<file path="src/rtl/db_bs.sv">
// rtl/db_bs.sv - HEVC deblocking boundary-strength stage with per-CTU BS register file
//
// Computes a 2-bit boundary strength for every P/Q edge sample streamed
// during the DBY pass and stores it in a 256-entry register file indexed
// by the originating cycle counter. The filter stage reads the map by address.
//
// Optional build macro: DB_BS_STAT_EN adds per-value BS counters for the pass.
//
// Ports:
//   clk, rst                 clock, asynchronous active-high reset
//   state_i, cnt_i           deblock top FSM state and cycle counter
//   sys_ctu_x_i/sys_ctu_y_i  current CTU position (picture-edge suppression)
//   mv_p_i, mv_q_i           {mvx, mvy} P/Q motion vectors, two cycles behind cnt_i
//   edge_tu_i .. intra_q_i   edge/coding flags aligned with the MV pair
//   bs_raddr_i, bs_rdata_o   register-file read port, 1-cycle latency
//   bs_o, bs_valid_o         BS of the current stream sample and its strobe
//   bs_done_o                pulse after entry 255 has been written
//   bs2/bs1/bs0_cnt_o        (DB_BS_STAT_EN) BS histogram of the current pass

`ifndef PIC_X_WIDTH
`define PIC_X_WIDTH 8
`endif
`ifndef PIC_Y_WIDTH
`define PIC_Y_WIDTH 8
`endif

module db_bs #(
    parameter int MV_W   = 10,
    parameter int MV_THR = 4
) (
    input  logic                    clk,
    input  logic                    rst,
    input  logic [2:0]              state_i,
    input  logic [8:0]              cnt_i,
    input  logic [`PIC_X_WIDTH-1:0] sys_ctu_x_i,
    input  logic [`PIC_Y_WIDTH-1:0] sys_ctu_y_i,
    input  logic [2*MV_W-1:0]       mv_p_i,
    input  logic [2*MV_W-1:0]       mv_q_i,
    input  logic                    edge_tu_i,
    input  logic                    edge_pu_i,
    input  logic                    cbf_p_i,
    input  logic                    cbf_q_i,
    input  logic                    intra_p_i,
    input  logic                    intra_q_i,
    input  logic [7:0]              bs_raddr_i,
    output logic [1:0]              bs_rdata_o,
    output logic [1:0]              bs_o,
    output logic                    bs_valid_o,
    output logic                    bs_done_o
`ifdef DB_BS_STAT_EN
    ,
    output logic [8:0]              bs2_cnt_o,
    output logic [8:0]              bs1_cnt_o,
    output logic [8:0]              bs0_cnt_o
`endif
);

    localparam logic [2:0] ST_DBY = 3'b011;
    localparam int         DW     = MV_W + 1;

    // |a-b| of two signed MV components; one extra bit makes the
    // difference and its magnitude exact for the full component range.
    function automatic logic [DW-1:0] abs_diff(input logic [MV_W-1:0] a,
                                               input logic [MV_W-1:0] b);
        logic [DW-1:0] d;
        d = {a[MV_W-1], a} - {b[MV_W-1], b};
        return d[DW-1] ? ((~d) + DW'(1)) : d;
    endfunction

    // ------------------------------------------------------------------
    // Accept window: valid bit and address follow cnt_i by two cycles so
    // they line up with the MV pair coming out of the fetch stage.
    // ------------------------------------------------------------------
    logic       v_d1, v_d2;
    logic [7:0] cnt_d1, cnt_d2;

    always_ff @(posedge clk or posedge rst) begin
        if (rst) begin
            v_d1   <= 1'b0;
            v_d2   <= 1'b0;
            cnt_d1 <= '0;
            cnt_d2 <= '0;
        end else begin
            v_d1   <= (state_i == ST_DBY) && !cnt_i[8];
            cnt_d1 <= cnt_i[7:0];
            v_d2   <= v_d1;
            cnt_d2 <= cnt_d1;
        end
    end

    // ------------------------------------------------------------------
    // Stage 1: MV differences and flag capture
    // ------------------------------------------------------------------
    logic          s1_valid;
    logic [7:0]    s1_addr;
    logic [DW-1:0] s1_dx, s1_dy;
    logic          s1_tu, s1_pu, s1_cbf_p, s1_cbf_q, s1_intra_p, s1_intra_q;

    always_ff @(posedge clk or posedge rst) begin
        if (rst) begin
            s1_valid   <= 1'b0;
            s1_addr    <= '0;
            s1_dx      <= '0;
            s1_dy      <= '0;
            s1_tu      <= 1'b0;
            s1_pu      <= 1'b0;
            s1_cbf_p   <= 1'b0;
            s1_cbf_q   <= 1'b0;
            s1_intra_p <= 1'b0;
            s1_intra_q <= 1'b0;
        end else begin
            s1_valid <= v_d2;
            if (v_d2) begin
                s1_addr    <= cnt_d2;
                s1_dx      <= abs_diff(mv_p_i[2*MV_W-1:MV_W], mv_q_i[2*MV_W-1:MV_W]);
                s1_dy      <= abs_diff(mv_p_i[MV_W-1:0], mv_q_i[MV_W-1:0]);
                s1_tu      <= edge_tu_i;
                s1_pu      <= edge_pu_i;
                s1_cbf_p   <= cbf_p_i;
                s1_cbf_q   <= cbf_q_i;
                s1_intra_p <= intra_p_i;
                s1_intra_q <= intra_q_i;
            end
        end
    end

    // ------------------------------------------------------------------
    // Stage 2 decision. Address layout: [7:5] row, [4:2] column, [1:0]
    // phase; phases 0/1 are vertical edges, 2/3 horizontal edges.
    // ------------------------------------------------------------------
    logic [1:0] bs_next;
    logic       pic_col_edge, pic_row_edge;

    always_comb begin
        pic_col_edge = (sys_ctu_x_i == '0) && (s1_addr[4:2] == 3'd0) && !s1_addr[1];
        pic_row_edge = (sys_ctu_y_i == '0) && (s1_addr[7:5] == 3'd0) &&  s1_addr[1];
        bs_next      = 2'd0;
        if (!(s1_tu || s1_pu))
            bs_next = 2'd0;
        else if (pic_col_edge || pic_row_edge)
            bs_next = 2'd0;
        else if (s1_intra_p || s1_intra_q)
            bs_next = 2'd2;
        else if (s1_tu && (s1_cbf_p || s1_cbf_q))
            bs_next = 2'd1;
        else if ((s1_dx >= DW'(MV_THR)) || (s1_dy >= DW'(MV_THR)))
            bs_next = 2'd1;
        else
            bs_next = 2'd0;
    end

    logic [7:0] wr_addr;

    always_ff @(posedge clk or posedge rst) begin
        if (rst) begin
            bs_o       <= 2'd0;
            bs_valid_o <= 1'b0;
            wr_addr    <= '0;
        end else begin
            bs_o       <= s1_valid ? bs_next : 2'd0;
            bs_valid_o <= s1_valid;
            wr_addr    <= s1_addr;
        end
    end

    // ------------------------------------------------------------------
    // Register file: written at the end of the bs_valid_o cycle, so a read
    // issued in that same cycle still sees the previous contents.
    // ------------------------------------------------------------------
    logic [1:0] rf [256];
    logic       wr_en;
    logic       done_fired;

    assign wr_en = bs_valid_o;

    always_ff @(posedge clk or posedge rst) begin
        if (rst) begin
            for (int i = 0; i < 256; i++)
                rf[i] <= 2'd0;
            bs_rdata_o <= 2'd0;
        end else begin
            bs_rdata_o <= rf[bs_raddr_i];
            if (wr_en)
                rf[wr_addr] <= bs_o;
        end
    end

    // done_fired blocks a second pulse until the next pass writes address 0.
    always_ff @(posedge clk or posedge rst) begin
        if (rst) begin
            bs_done_o  <= 1'b0;
            done_fired <= 1'b0;
        end else begin
            bs_done_o <= 1'b0;
            if (wr_en && (wr_addr == 8'd0))
                done_fired <= 1'b0;
            if (wr_en && (wr_addr == 8'd255) && !done_fired) begin
                bs_done_o  <= 1'b1;
                done_fired <= 1'b1;
            end
        end
    end

`ifdef DB_BS_STAT_EN
    function automatic logic [8:0] sat_inc(input logic [8:0] c);
        return (c >= 9'd256) ? 9'd256 : c + 9'd1;
    endfunction

    // Writing address 0 starts a new pass: counts restart from that sample.
    always_ff @(posedge clk or posedge rst) begin
        if (rst) begin
            bs2_cnt_o <= '0;
            bs1_cnt_o <= '0;
            bs0_cnt_o <= '0;
        end else if (wr_en) begin
            if (wr_addr == 8'd0) begin
                bs2_cnt_o <= (bs_o == 2'd2) ? 9'd1 : 9'd0;
                bs1_cnt_o <= (bs_o == 2'd1) ? 9'd1 : 9'd0;
                bs0_cnt_o <= (bs_o == 2'd0) ? 9'd1 : 9'd0;
            end else begin
                if (bs_o == 2'd2) bs2_cnt_o <= sat_inc(bs2_cnt_o);
                if (bs_o == 2'd1) bs1_cnt_o <= sat_inc(bs1_cnt_o);
                if (bs_o == 2'd0) bs0_cnt_o <= sat_inc(bs0_cnt_o);
            end
        end
    end
`endif

endmodule

</file>
<file path="config.mk">
export PLATFORM = sky130hd
export DESIGN_NAME = db_bs
export DESIGN_NICKNAME = d
export VERILOG_FILES = /design/src/rtl/db_bs.sv
export SDC_FILE = /design/constraint.sdc
export NUM_CORES = 1
export LEC_CHECK = 0
export ABC_AREA = 1
export BUFFER_PORTS_ARGS = -buffer_cell sky130_fd_sc_hd__buf_2
export CAP_MARGIN = 5
export CORE_MARGIN = 3
export CORE_UTILIZATION = 63
export DETAILED_ROUTE_END_ITERATION = 8
export PLACE_DENSITY_LB_ADDON = 0.2
export SLEW_MARGIN = 10
export SYNTH_ARGS = -nofsm -noshare
export SYNTH_HDL_FRONTEND = slang
export SYNTH_SLANG_ARGS = --single-unit
</file>
<file path="constraint.sdc">
create_clock -name clk -period 24.8 [get_ports clk]
set_clock_uncertainty 0.2 [all_clocks]
set_input_delay 2.48 -clock clk [delete_from_list [all_inputs] [get_ports clk]]
set_output_delay 2.48 -clock clk [all_outputs]
set_load 0.02 [all_outputs]
</file>
; Yosys cells after proc, flatten, opt, wreduce, memory -nomap -nowiden
; Index checks and enable logic that the tools add are counted.
[totals]
ff_bits = 582
inputBits = 84
wordCells = 332
[classes]
muxes = 17
n_reduce_logical = 24
bitwise_logic = 4
n_lt_le_gt_ge = 5
addsub = 4
n_eq_ne = 2
[ops]
columns = cell, n
row1 = bitwise mux 512 bit, 1
row2 = logical NOT 8 bit, 3
row3 = adder 11 x 1 -> 11 bit (second input constant), 2
row4 = greater-or-equal comparator 11 x 3 -> 1 bit (second input constant), 2
row5 = 2-to-1 mux 11 bit, 2
row6 = NOT 11 bit, 2
row7 = subtractor 10 x 10 -> 11 bit, 2
row8 = greater-or-equal comparator 9 bit (second input constant), 2
row9 = NOT 8 -> 9 bit, 2
row10 = binary-select mux 2 bit (select 8 bit), 1
row11 = demux 2 bit (select 8 bit), 1
row12 = 2-to-1 mux 2 bit, 7
row13 = logical AND 1 bit, 10
row14 = < comparator 9 x 1 -> 1 bit (second input constant), 1
row15 = equality test 8 bit (second input constant), 1
row16 = logical NOT 3 bit, 2
row17 = logical OR 1 bit, 5
row18 = 2-to-1 mux 1 bit, 5
row19 = equality test 3 x 2 -> 1 bit (second input constant), 1
row20 = logical NOT 1 bit, 3
row21 = nonzero test 2 bit, 1

; Longest topological paths before layout
[logic_depth]
word_depth = 8
ltp_mapped = 17
ltp_nobuf = 16

; Worst setup path after synthesis
; Ideal clock, no wire load.
[synth_timing]
kind = in2reg
from = input port mv_p_i[0]
to = register s1_dy[9]
path_slack_ps = 20409
setup_ps = 118
required_ps = 24482
arrival_ps = 4073
cell_stages = 16
n_path_buf = 1
cell_sequence = inv_1 -> ha_1 -> fa_1 -> inv_1 -> nand3_1 -> nand2_1 -> nand2_1 -> nand2_1 -> nand3_1 -> nand2_1 -> nand2_1 -> buf_4 -> nand2_1 -> nand3_1 -> nand3_1 -> nand2_1
[synth_via]
elab_chain_cells = 4
[synth_lines]
columns = element, line
row1 = start: declaration, 37  ; input logic [2*MV_W-1:0] mv_p_i,
row2 = subtractor 10 x 10 -> 11 bit (*), 66  ; d = {a[MV_W-1], a} - {b[MV_W-1], b};
row3 = NOT 11 bit, 67  ; return d[DW-1] ? ((~d) + DW'(1)) : d;
row4 = adder 11 x 1 -> 11 bit, 67
row5 = 2-to-1 mux 11 bit (*), 67
row6 = end signal: assignment, 116  ; s1_dy <= abs_diff(mv_p_i[MV_W-1:0], mv_q_i[MV_W-1:0]);
row7 = end: declaration, 96  ; logic [DW-1:0] s1_dx, s1_dy;
; Every way passes the cells marked *; elsewhere a longest branch is shown, timed or not.
; A chain may end at the register's enable or synchronous reset.

; Final worst setup path
[layout_timing]
from = input port bs_raddr_i[0]
to = register bs_rdata_o[1]
[layout_via]
elab_chain_cells = 4
[layout_lines]
columns = element, line
row1 = start: declaration, 45  ; input logic [7:0] bs_raddr_i,
row2 = NOT 8 -> 9 bit (not written as such), 182  ; bs_rdata_o <= rf[bs_raddr_i];
row3 = binary-select mux 2 bit (select 8 bit), 182
row4 = 2-to-1 mux 2 bit (not written as such) (2 in a row), 182
row5 = end signal: assignment, 182
row6 = end: declaration, 46  ; output logic [1:0] bs_rdata_o,
; Every way passes these cells. The select of a mux whose other input is x is not followed.

==> run metrics <==
Tot GR Track Use=a little over a third; routed wire length=80.8 mm; CTS tree=yes; post-synthesis mux area share=0%; Critical Path Sink Type=flip-flop; worst-case reg-to-reg path depth=4; Overflow after GRT=0; Post-CTS Setup Repair Bufs=0; Mapped Area=~28000 µm²; vias per cell=slightly above 6; Sw Ratio=25.3%; DIE HEIGHT=between 200 and 250 µm; Hold Path Origin=cnt_d1[3]$_DFF_PP0_; vias in the first global route=roughly 25000; status=finished, final reports clean; drc violations=0; share of cells above drive strength 1=7.17%; I/O pins=90; pwr/cell area=a little under 70 nW/µm²; Syn Nets=~3700; Core Area=approximately 43000 µm²; largest net degree at the start of global routing=roughly 140; number of buffers created by CTS=60; CP Max Fanout=130; simple-gate area share of the yosys netlist=32.2%; Yosys reg bits=578; Tmin final=about 5.2 ns; CTS Hold Bufs=0; Final Cycle Share=a little over a fifth; Yosys cell types=33; register area share after synthesis=51.9%; first-pass GRT wire length=roughly 130 mm; Worst VDD drop=63.9 µV; Reg power frac=~46%; post-synthesis adder-cell area fraction=approximately 1.1%; Slew @ Worst Pin=around 1.3 ns; routability congestion estimate=around 0.9; Worst EP required=around 25 ns; hold endpoint=cnt_d2[3]$_DFF_PP0_; synth cell count leaders=nand2_1 (1470), dfrtp_1 (578), nand3_1 (533); Clock power frac=between 40 and 50%; Max Freq=192 MHz; diode count=0; setup TNS after final layout=0 ns; IO Port Bufs=89; unrepaired setup endpoints after global routing=false; crit path kind=primary input to flip-flop; RR Startpoint=bs_o[0]$_DFF_PP0_; CTS Sinks=about 580; initial antenna violation count=3; Slew Viols, Final=0; Yosys Warn Count=0; DIE WIDTH=216 µm; post-route ant nets=0; post-DP HPWL=48.3 mm; num rows=between 70 and 80; Comb power frac=around a tenth; largest family of logic cells by synthesized area=simple AND/OR/NAND/NOR gates; Internal=1.59 mW; Post-Synth XOR/XNOR Area=less than 1%; hold crit path type=flip-flop to flip-flop; hold path cells=0; final-report setup violation count=0; CP arrival=5.55 ns; H-tree depth=2; DR iter-0 viols=between 3000 and 4000; Longest Clk Path Bufs=3; Synth async-reset ratio=100%; clk slew on worst S/H paths=0.06 ns; DR vias=approximately 26000; syn avg cell area=around 7.7 µm²; Yosys top cell area share=between 50% and 60%; Final Hold Vio Count=0; Area Growth Syn to Fin=9.62%; R2R Path End=rf[262]$_DFFE_PP0P_; Final #Nets=approximately 3700; EDFF count, synth=0; NetSw=0.538 mW; most common cell in the synthesized netlist=nand2_1; detailed-route wire length per cell=roughly 19 µm; Pleak=13.7 nW; complex-gate fraction of the synthesized area=roughly a tenth; Initial Util=approximately 64%; max cap viols=0; Die ar.=about 47000 µm²; Fillers=approximately 3400; Rel. slew slack=13.5%; clock latency at the later pin of the worst-skew pair=between 0.6 and 0.7 ns; CP startpoint kind=primary input; R2R setup slack=21.32 ns; post-CTS resize count=0; PnR Total Power=~2.1 mW; cells after synthesis=between 3000 and 4000; dominant synthesized flop cell=dfrtp_1; Synth area leaders=dfrtp_1 (52%), nand2_1 (20%), nand3_1 (9.6%); drt first pass iters=8; clk root buf=clkbuf_16; Synth area leader=dfrtp_1
[power groups by stage]
stage	Clock, mW	Combinational, mW	Sequential, mW
after floorplan	0	0.140	0.992
after global placement	0	0.192	0.995
after detailed placement	0	0.197	0.996
after CTS	0.952	0.198	0.979
after global routing	0.990	0.221	0.981
final	0.947	0.201	0.979
[registers in the layout (all words and copies together) (netlist names)]
register	count
bs_done_o	1
bs_o	2
bs_rdata_o	2
bs_valid_o	1
cnt_d1	8
cnt_d2	8
done_fired	1
rf	512
s1_addr	8
s1_cbf_p	1
s1_cbf_q	1
s1_dx	9
s1_dy	9
s1_intra_p	1
s1_intra_q	1
s1_pu	1
s1_tu	1
s1_valid	1
v_d1	1
v_d2	1
wr_addr	8
[area by class of cell]
class	count	area (µm²)	share of cell area, %
Timing Repair Buffer	126	732	2.40
Clock inverter	15	233	0.762
Tap cell	585	732	2.40
Sequential cell	578	14500	47.3
Inverter	107	427	1.40
Multi-Input combinational cell	2723	12100	39.6
Clock buffer	92	1860	6.10
[how the worst max path moves through the flow]
stage	start	end	cells after the start
final	bs_raddr_i[0]	bs_rdata_o[1]$_DFF_PP0_	13
after floorplan	rst	bs_done_o$_DFF_PP0_	1
after global routing	bs_raddr_i[0]	bs_rdata_o[0]$_DFF_PP0_	13
after global placement	bs_raddr_i[0]	bs_rdata_o[1]$_DFF_PP0_	13
after detailed placement	bs_raddr_i[0]	bs_rdata_o[1]$_DFF_PP0_	13
after CTS	bs_raddr_i[0]	bs_rdata_o[1]$_DFF_PP0_	13
[layout by cell type, fill, tap and decap left out, drive strengths merged, types with 2 or more instances in the layout]
| cell type | instances |
|---|---|
| nand2 | 1472 |
| nor4 | 9 |
| nand4 | 11 |
| nor3 | 24 |
| or2 | 2 |
| o21ai | 505 |
| a21oi | 32 |
| clkinv | 10 |
| xor2 | 8 |
| clkbuf | 92 |
| a31oi | 2 |
| buf | 126 |
| xnor2 | 2 |
| inv | 106 |
| fa | 2 |
| nand3 | 533 |
| nor2 | 94 |
| bufinv | 6 |
| dfrtp | 578 |
| ha | 22 |
[routing by layer]
metal  share of wire (%)  global-route usage, %  vias up
met5               0.033                      0        -
met4                 5.2                   17.2        4
met3                  10                   6.79      294
met2                  45                   54.8     1436
met1                  39                   46.5    12300
li1                    -                      -    11800
[per-stage QoR]
stage                     area (µm²)  hold WS (ns)  cells  worst slack, ns  util, %
final                          30600         0.149   4226            19.60     70.5
after global routing           30600         0.155   4226            19.40     70.5
after CTS                      30600         0.149   4226            19.65     70.5
after detailed placement       28500         0.136   4119            19.06     65.6
after global placement         28500         0.131   4119            19.13     65.6
after floorplan                27900         0.131   3614             5.95        -
[cells by family (layout without fill, tap and decap cells)]
group / Yosys count / count (layout)
adder cells (fa/ha/maj): 24 / 24
flip-flops: 578 / 578
AO/OA/AOI/OAI: 541 / 541
buffers and inverters: 313 / 340
XOR/XNOR: 10 / 10
AND/OR/NAND/NOR: 2148 / 2148
[worst max-delay path, cell delays in order]
cell and delay [ns]:
buf_6 0.25, inv_6 0.84, buf_4 0.68, nand2_1 0.16, nand3_1 0.12, nand3_1 0.12
nand3_1 0.12, nand3_1 0.12, nand2_1 0.21, nand2_1 0.09, nand3_1 0.09, nand3_1 0.07
nand2_1 0.06
Note: power is estimated with default switching activity, not from simulation.
